--- src/rtl/wb_pkg.sv ---
// Shared definitions for the regfile write-back path: requester indices,
// round-robin pointer type and the pointer-advance helper.
package wb_pkg;

  localparam int NREQ = 3;

  typedef logic [1:0] rr_ptr_t;

  localparam rr_ptr_t WB_ALU  = 2'd0;
  localparam rr_ptr_t WB_MDU  = 2'd1;
  localparam rr_ptr_t WB_LOAD = 2'd2;

  // Advance modulo 3; the unused encoding 3 folds back to ALU.
  function automatic rr_ptr_t rr_next(input rr_ptr_t idx);
    rr_ptr_t nxt;
    case (idx)
      WB_ALU:  nxt = WB_MDU;
      WB_MDU:  nxt = WB_LOAD;
      default: nxt = WB_ALU;
    endcase
    return nxt;
  endfunction

endpackage

--- src/rtl/rr_arbiter3.sv ---
// Three-way round-robin arbiter: one-hot grant from the valid vector and the
// current pointer, plus the pointer value to load after this cycle.
module rr_arbiter3
  import wb_pkg::*;
(
  input  logic [2:0] req_valid,
  input  rr_ptr_t    rr_ptr,
  output logic [2:0] grant,
  output logic       grant_any,
  output rr_ptr_t    grant_idx,
  output rr_ptr_t    next_ptr
);

  rr_ptr_t start;
  rr_ptr_t cand;

  always_comb begin
    grant     = 3'b000;
    grant_any = 1'b0;
    grant_idx = WB_ALU;
    start     = (rr_ptr == 2'd3) ? WB_ALU : rr_ptr;
    cand      = start;
    // Scan ptr, ptr+1, ptr+2 (mod 3); the first valid one wins.
    for (int k = 0; k < 3; k++) begin
      if (!grant_any && req_valid[cand]) begin
        grant[cand] = 1'b1;
        grant_any   = 1'b1;
        grant_idx   = cand;
      end
      cand = rr_next(cand);
    end
    next_ptr = grant_any ? rr_next(grant_idx) : rr_ptr;
  end

endmodule

--- src/rtl/regfile_wb_ctrl.sv ---
// Write-back controller: arbitrates ALU/MDU/LOAD results onto the single
// regfile write port and tracks in-flight destinations in a scoreboard.
module regfile_wb_ctrl #(
  parameter int NREQ = 3
) (
  input  logic              clk,
  input  logic              reset_n,
  input  logic              iss_valid,
  input  logic [4:0]        iss_rd,
  output logic              iss_ready,
  input  logic [NREQ-1:0]   req_valid,
  input  logic [NREQ*5-1:0] req_rd,
  input  logic [NREQ*32-1:0] req_data,
  output logic [NREQ-1:0]   req_ready,
  output logic              wea,
  output logic [4:0]        inorder,
  output logic [31:0]       indata,
  input  logic [4:0]        rs_addr,
  input  logic [4:0]        rt_addr,
  output logic              rs_busy,
  output logic              rt_busy,
  output logic              sb_err
);

  import wb_pkg::*;

  rr_ptr_t     rr_q, rr_d;
  logic [31:0] pending_q, pending_d;
  logic        wea_q, wea_d;
  logic [4:0]  inorder_q, inorder_d;
  logic [31:0] indata_q, indata_d;
  logic        sb_err_q, sb_err_d;

  logic [2:0]  grant;
  logic        grant_any;
  rr_ptr_t     grant_idx;
  rr_ptr_t     next_ptr;
  logic [4:0]  sel_rd;
  logic [31:0] sel_data;
  logic        iss_fire;

  rr_arbiter3 u_arb (
    .req_valid (req_valid),
    .rr_ptr    (rr_q),
    .grant     (grant),
    .grant_any (grant_any),
    .grant_idx (grant_idx),
    .next_ptr  (next_ptr)
  );

  assign req_ready = grant;

  always_comb begin
    case (grant_idx)
      WB_MDU: begin
        sel_rd   = req_rd[9:5];
        sel_data = req_data[63:32];
      end
      WB_LOAD: begin
        sel_rd   = req_rd[14:10];
        sel_data = req_data[95:64];
      end
      default: begin
        sel_rd   = req_rd[4:0];
        sel_data = req_data[31:0];
      end
    endcase
  end

  assign iss_ready = !pending_q[iss_rd] | (iss_rd == 5'd0);
  assign iss_fire  = iss_valid & iss_ready & (iss_rd != 5'd0);

  always_comb begin
    pending_d = pending_q;
    // Retire clears at the same edge the regfile commits the write.
    if (wea_q) pending_d[inorder_q] = 1'b0;
    if (iss_fire) pending_d[iss_rd] = 1'b1;
    pending_d[0] = 1'b0;

    wea_d     = grant_any & (sel_rd != 5'd0);
    inorder_d = grant_any ? sel_rd : inorder_q;
    indata_d  = grant_any ? sel_data : indata_q;
    sb_err_d  = sb_err_q |
                (grant_any & (sel_rd != 5'd0) & !pending_q[sel_rd]);
    rr_d      = next_ptr;
  end

  always_ff @(posedge clk or negedge reset_n) begin
    if (!reset_n) begin
      pending_q <= '0;
      rr_q      <= WB_ALU;
      wea_q     <= 1'b0;
      inorder_q <= '0;
      indata_q  <= '0;
      sb_err_q  <= 1'b0;
    end else begin
      pending_q <= pending_d;
      rr_q      <= rr_d;
      wea_q     <= wea_d;
      inorder_q <= inorder_d;
      indata_q  <= indata_d;
      sb_err_q  <= sb_err_d;
    end
  end

  assign wea     = wea_q;
  assign inorder = inorder_q;
  assign indata  = indata_q;
  assign sb_err  = sb_err_q;
  assign rs_busy = pending_q[rs_addr];
  assign rt_busy = pending_q[rt_addr];

endmodule

--- config.mk ---
export PLATFORM = sky130hd
export DESIGN_NAME = regfile_wb_ctrl
export DESIGN_NICKNAME = d
export VERILOG_FILES = /design/src/rtl/wb_pkg.sv /design/src/rtl/rr_arbiter3.sv /design/src/rtl/regfile_wb_ctrl.sv
export SDC_FILE = /design/constraint.sdc
export NUM_CORES = 1
export LEC_CHECK = 0
export ABC_AREA = 1
export BUFFER_PORTS_ARGS = -buffer_cell sky130_fd_sc_hd__buf_4
export CAP_MARGIN = 5
export CORE_UTILIZATION = 50
export DETAILED_ROUTE_END_ITERATION = 6
export MAX_ROUTING_LAYER = met4
export PLACE_DENSITY = 0.78
export SLEW_MARGIN = 20
export SYNTH_ARGS = -nofsm -noshare
export SYNTH_HDL_FRONTEND = slang
export SYNTH_SLANG_ARGS = --single-unit
--- constraint.sdc ---
create_clock -name clk -period 4 [get_ports clk]
set_input_delay 0.2 -clock clk [delete_from_list [all_inputs] [get_ports clk]]
set_output_delay 0.2 -clock clk [all_outputs]
set_load 0.005 [all_outputs]
======== After elaboration in Yosys (flattened, before gate mapping) ========
Cells that the tools add are included.
word-level totals
  register bits after elaboration ......... 72
  latch bits .............................. 0
  memory bits (writable) .................. 0
  memory bits (read-only) ................. 0
  bits of input ports ..................... 132
  memories ................................ 0
operators by class
  add/sub/neg operators ................... 0
  $mul .................................... 0
  div/mod/pow operators ................... 0
  $lt $le $gt $ge ......................... 13
  eq/ne operators ......................... 5
  shift operators ......................... 0
  multiplexer cells ....................... 41
  bitwise gates (word level) .............. 11
  reductions and logical operators ........ 17
operators with widths
  cell                                                 count
  two-way mux 32 bit                                   2
  one-hot mux 32 bit (2 select lines)                  1
  bitwise AND 32 bit                                   1
  inverter 32 bit                                      1
  OR 32 bit                                            1
  < comparator 5 x 6 -> 1 bit, second input constant   5
  binary-select mux 1 bit (select 5 bit)               4
  two-way mux 1 bit                                    15
  one-hot mux 2 bit (2 select lines)                   3
  demux 1 bit (select 5 bit)                           2
  >= comparator 5 x 1 -> 1 bit, second input constant  2
  one-hot mux 5 bit (2 select lines)                   1
  nonzero test 5 bit                                   2
  < comparator 2 x 3 -> 1 bit, second input constant   3
  two-way mux 3 bit                                    3
  two-way mux 2 bit                                    4
  logical AND 1 bit                                    7
  binary-select mux 1 bit (select 2 bit)               3
  demux 1 bit (select 2 bit)                           3
  == test 2 x 1 -> 1 bit, second input constant        3
  >= comparator 2 x 1 -> 1 bit, second input constant  3
  logical NOT 2 bit                                    3
  OR 3 bit                                             2
  logical NOT 5 bit                                    1
  4 further kinds                                      12

======== Logic depth before layout (Yosys ltp) ========
  word-level depth ........................ 18
  depth in mapped cells ................... 28
  depth with buffers taken out ............ 27

======== Hierarchy ========
Synthesis repeated with hierarchy kept, for this count alone.
second synthesis, totals
  cell total of the unflattened synthesis .. 789
  area, all modules ....................... 5360.1 µm²
by module, submodules not included
  module           times used  cells an instance  area each (µm²)  seq. area each (µm²)
  regfile_wb_ctrl  1           729                5034.8           1801.7
  rr_arbiter3      1           60                 325.3            0.0

======== Worst setup path before layout ========
OpenSTA, ideal clock, no wires.
  path type ............................... reg-to-reg
  from .................................... register rr_q[0]
  to ...................................... register sb_err_q, in the netlist sb_err
  setup time .............................. 117 ps
  data arrival time ....................... 2938 ps
  data required time ...................... 3883 ps
  path slack .............................. 944 ps
  cell stages (with the launch flop) ...... 23
  path buffers ............................ 2
  clock period less this slack ............ 3056 ps
  cell sequence ........................... dfrtp_1 > inv_1 > ha_1 > inv_2 > nor3_1 > a21oi_1 > or2_1 > o221ai_1 > o21ai_1 > inv_1 > ha_1 > buf_2 > inv_2 > buf_2 > nand2_1 > nand2_1 > inv_1 > nand3_1 > nand3_1 > nand2_1 > nand2_1 > nand3_1 > nand2_1
between the ends
  word-level cells in the longest chain between the ends .. 18
ends and longest elaborated chain
  item                                                                         RTL line                source
  from (decl)                                                                  regfile_wb_ctrl.sv:27   rr_ptr_t rr_q, rr_d;
  from (signal assigned)                                                       regfile_wb_ctrl.sv:98   rr_q <= rr_d;
  == test 2 bit                                                                rr_arbiter3.sv:21       start = (rr_ptr == 2'd3) ? WB_ALU : rr_ptr;
  two-way mux 2 bit *                                                          rr_arbiter3.sv:21
  branches (longest 14 deep; another with one-hot mux 5 bit (2 select lines))  --
  bitwise AND 1 bit *                                                          regfile_wb_ctrl.sv:84   (grant_any & (sel_rd != 5'd0) & !pending_q[sel_rd]);
  OR 1 bit *                                                                   regfile_wb_ctrl.sv:83   sb_err_d = sb_err_q |
  named net sb_err_d                                                           regfile_wb_ctrl.sv:32   logic sb_err_q, sb_err_d;
  to (signal assigned)                                                         regfile_wb_ctrl.sv:102  sb_err_q <= sb_err_d;
  to (decl)                                                                    regfile_wb_ctrl.sv:32
Mark *: on every way through the listed nets, which the timed path passes. The select of a mux whose other input is x is not followed.
A chain may end at the register's enable or synchronous reset.

======== Worst setup path in the final report ========
Same ends and word-level chain as after synthesis.

==> results.json <==
{
  "start_kind": "register",
  "arrival_ns": 3.88,
  "setup_violations": 0,
  "grt_use_met1_pct": 42.27,
  "clk_latency_ns": 0.37,
  "numCtsBuffers": 9,
  "slowest_stage": "dfrtp_1",
  "die_h_um": 104.9,
  "routed_wirelength_mm": 19.67,
  "leakagePower_nw": 3.348,
  "syn_avg_cell_area_um2": 6.789,
  "synthesis.nets": 920,
  "cts_setup_buffers": 0,
  "holdWs_ns": -0.03951,
  "routed_via_density": 5.960,
  "grt_usage_pct": 36.92,
  "clock_sinks": 72,
  "drt-initial-drc-count": 729,
  "cts_hold_buf": 0,
  "root_buffer": "clkbuf_8",
  "cp.required_ns": 4.26,
  "grt_pass1_wl_mm": 30.64,
  "fin_crit_sh_pct": 90.51,
  "min_period_ns": 3.620,
  "firstDrtPassIters": 6,
  "ys_warn_count": 0,
  "coreArea_um2": 10280,
  "synth.distinct_cells": 31,
  "cts_tree": "yes",
  "critical_path_buf_inv_count": 4,
  "busiest_layer": "met2",
  "dp_slack_ns": 0.3335,
  "wl_per_cell_um": 18.47,
  "grt_use_met3_pct": 6.051,
  "status": "finished, violations left",
  "worstSetupEndpointType": "register",
  "io_buffers": 176,
  "cap_violations": 0,
  "utilization_pct": 66.28,
  "pwr_density_cell_nw_per_um2": 1130,
  "slew-limit-headroom_pct": 34.77,
  "rsz0062_at_grt": "no",
  "die_w_um": 104.9,
  "critPathMostFrequentCell": "nand2_1",
  "post_cts_resize_count": 0,
  "drc": 0,
  "clk_pin_slew_ns": 0.08,
  "diodes": 0,
  "worstPathCellList": "inv_1 -> ha_1 -> inv_2 -> nor3_1 -> a21oi_1 -> nand2_1 -> nor2_1 -> inv_1 -> o21ai_1 -> inv_1 -> ha_1 -> nand2_1 -> nand2_8 -> nand2_1 -> nand2_1 -> nand2_1 -> nand3_1 -> nand3_1 -> nand2_1 -> nand2_1 -> nand3_1 -> nand2_1",
  "initial_utilization_pct": 51.52,
  "synth_cells": 780,
  "hp-class": "in2async",
  "rows": 37,
  "violations": "hold timing",
  "nets": 1065,
  "worstMarginPinSlew_ns": 0.9771,
  "ys_ff_latch": 72,
  "io_pins": 177,
  "area_delta_synth_final_pct": 28.64,
  "use_met2_pct": 60.36,
  "cp_top_family": "simple AND/OR/NAND/NOR gates",
  "finClkSkew_ns": 0.01666,
  "peakVddDrop_mv": 0.9794,
  "ys_seq_area_share_pct": 34.03,
  "via_count": 6347,
  "final.setup.tns_ns": 0,
  "h-tree-depth": 3,
  "overflow": 0,
  "clockBufferDepth": 2,
  "grt_pass1_vias": 5993,
  "finalMaxSlewViolations": 0,
  "final.setup.worst_slack_ns": 0.3795,
  "slowest_delay_ns": 0.38,
  "postRouteAntennaNets": 0,
  "place_congestion": 1.015,
  "worstSetupPathType": "reg2reg",
  "max_clock_freq_ghz": 0.2762,
  "die-area_um2": 11010,
  "hold_viol_final": 46,
  "antenna_found_initial": 0,
  "grt_max_degree": 73,
  "crit_fanout": 16,
  "hpwl_mm": 14.46,
  "syn-cell-area_um2": 5295,
  "drive_above_1_share_pct": 23.14
}
## cell families after synthesis
group	share of synthesized area [%]
simple gates	29.70
compound gates	24.41
buf+inv	9.972
flops	34.03
fa+ha+maj	1.890
## synth_stat cells, drive strengths merged
cell | n | area [µm²]
nand3 | 62 | 315.3
nor3 | 11 | 60.06
and3 | 1 | 6.260
inv | 75 | 281.5
a22o | 33 | 289.0
a21o | 1 | 7.510
buf | 27 | 171.4
clkbuf | 20 | 75.07
dfrtp | 72 | 1802
nand2 | 177 | 671.9
o221ai | 4 | 35.03
nor4 | 1 | 6.260
a31oi | 34 | 212.7
o21ai | 94 | 474.2
nor2 | 79 | 306.5
nand4 | 32 | 200.2
o22ai | 11 | 68.82
o211ai | 8 | 60.06
ha | 8 | 100.1
or2 | 1 | 6.260
a21oi | 29 | 145.1
## routing by layer
layer / wire length [µm] / up-vias
li1: - / 2971
met3: 1722 / 93
met4: 1173 / 0
met5: 0 / -
met1: 7296 / 2924
met2: 9475 / 359
## worst register-to-register path: cells and delay by family (launching register included)
family          cells  cell delay (ns)
flops               1             0.38
fa+ha+maj           2             0.71
buf+inv             4             0.43
compound gates      2             0.46
simple gates       14             1.56
## flip-flops by register name, indices dropped and copies added (netlist names)
name       cells
pending_q     31
rr_q           2
inorder        5
sb_err         1
indata        32
wea            1
## per-stage QoR
| step | cell area (µm²) | hold WS, ns | std cells | power, mW |
|---|---|---|---|---|
| after floorplan | 5295 | -0.09559 | 780 | 5.306 |
| after global placement | 6578 | 0.3876 | 1050 | 6.748 |
| after detailed placement | 6578 | 0.3916 | 1050 | 6.867 |
| after CTS | 6782 | 0.005131 | 1065 | 7.490 |
| after global routing | 6812 | 0.04006 | 1065 | 8.359 |
| final | 6812 | -0.03951 | 1065 | 7.694 |
## power by group
part	internal, mW	switching (mW)
Combinational	2.00	3.54
Sequential	1.15	0.392
Clock	0.321	0.286
## path summary, 6_finish.rpt
kind | slack [ns] | endpoint | cells past startpoint | start
min in group clk | 0.09 | pending_q[4]$_DFF_PN0_ | 3 | iss_valid
min reg2reg | 0.49 | sb_err$_DFF_PN0_ | 2 | sb_err$_DFF_PN0_
max in group asynchronous | 3.44 | inorder[0]$_DFFE_PN0P_ | 1 | reset_n
min | -0.04 | indata[12]$_DFFE_PN0P_ | 1 | reset_n
max reg2reg | 0.38 | sb_err$_DFF_PN0_ | 22 | rr_q[0]$_DFFE_PN0P_
max | 0.38 | sb_err$_DFF_PN0_ | 22 | rr_q[0]$_DFFE_PN0P_
## layout make-up
type	count	area, µm²
clock buffer	11	151.4
clock inverter	4	52.55
fill	920	3466
inverter	75	281.5
multi-input combinational	586	2992
sequential	72	1802
tap	136	170.2
timing repair buffer	181	1363
## cell usage in the layout (no fill, tap or decap), types with 2 or more instances in the layout
| cell type | count |
|---|---|
| inv_1 | 66 |
| ha_1 | 8 |
| nand4_1 | 32 |
| a31oi_1 | 34 |
| dfrtp_1 | 72 |
| o21ai_0 | 84 |
| a21oi_1 | 29 |
| nor2_2 | 3 |
| clkbuf_8 | 11 |
| o22ai_1 | 11 |
| nor2_1 | 75 |
| buf_4 | 180 |
| o221ai_1 | 4 |
| nand2_1 | 174 |
| nand2_2 | 2 |
| o211ai_1 | 8 |
| nand3_1 | 61 |
| a22o_1 | 33 |
| o21ai_1 | 9 |
| inv_2 | 9 |
| nor3_1 | 10 |
Note: power is estimated with default switching activity, not from simulation.
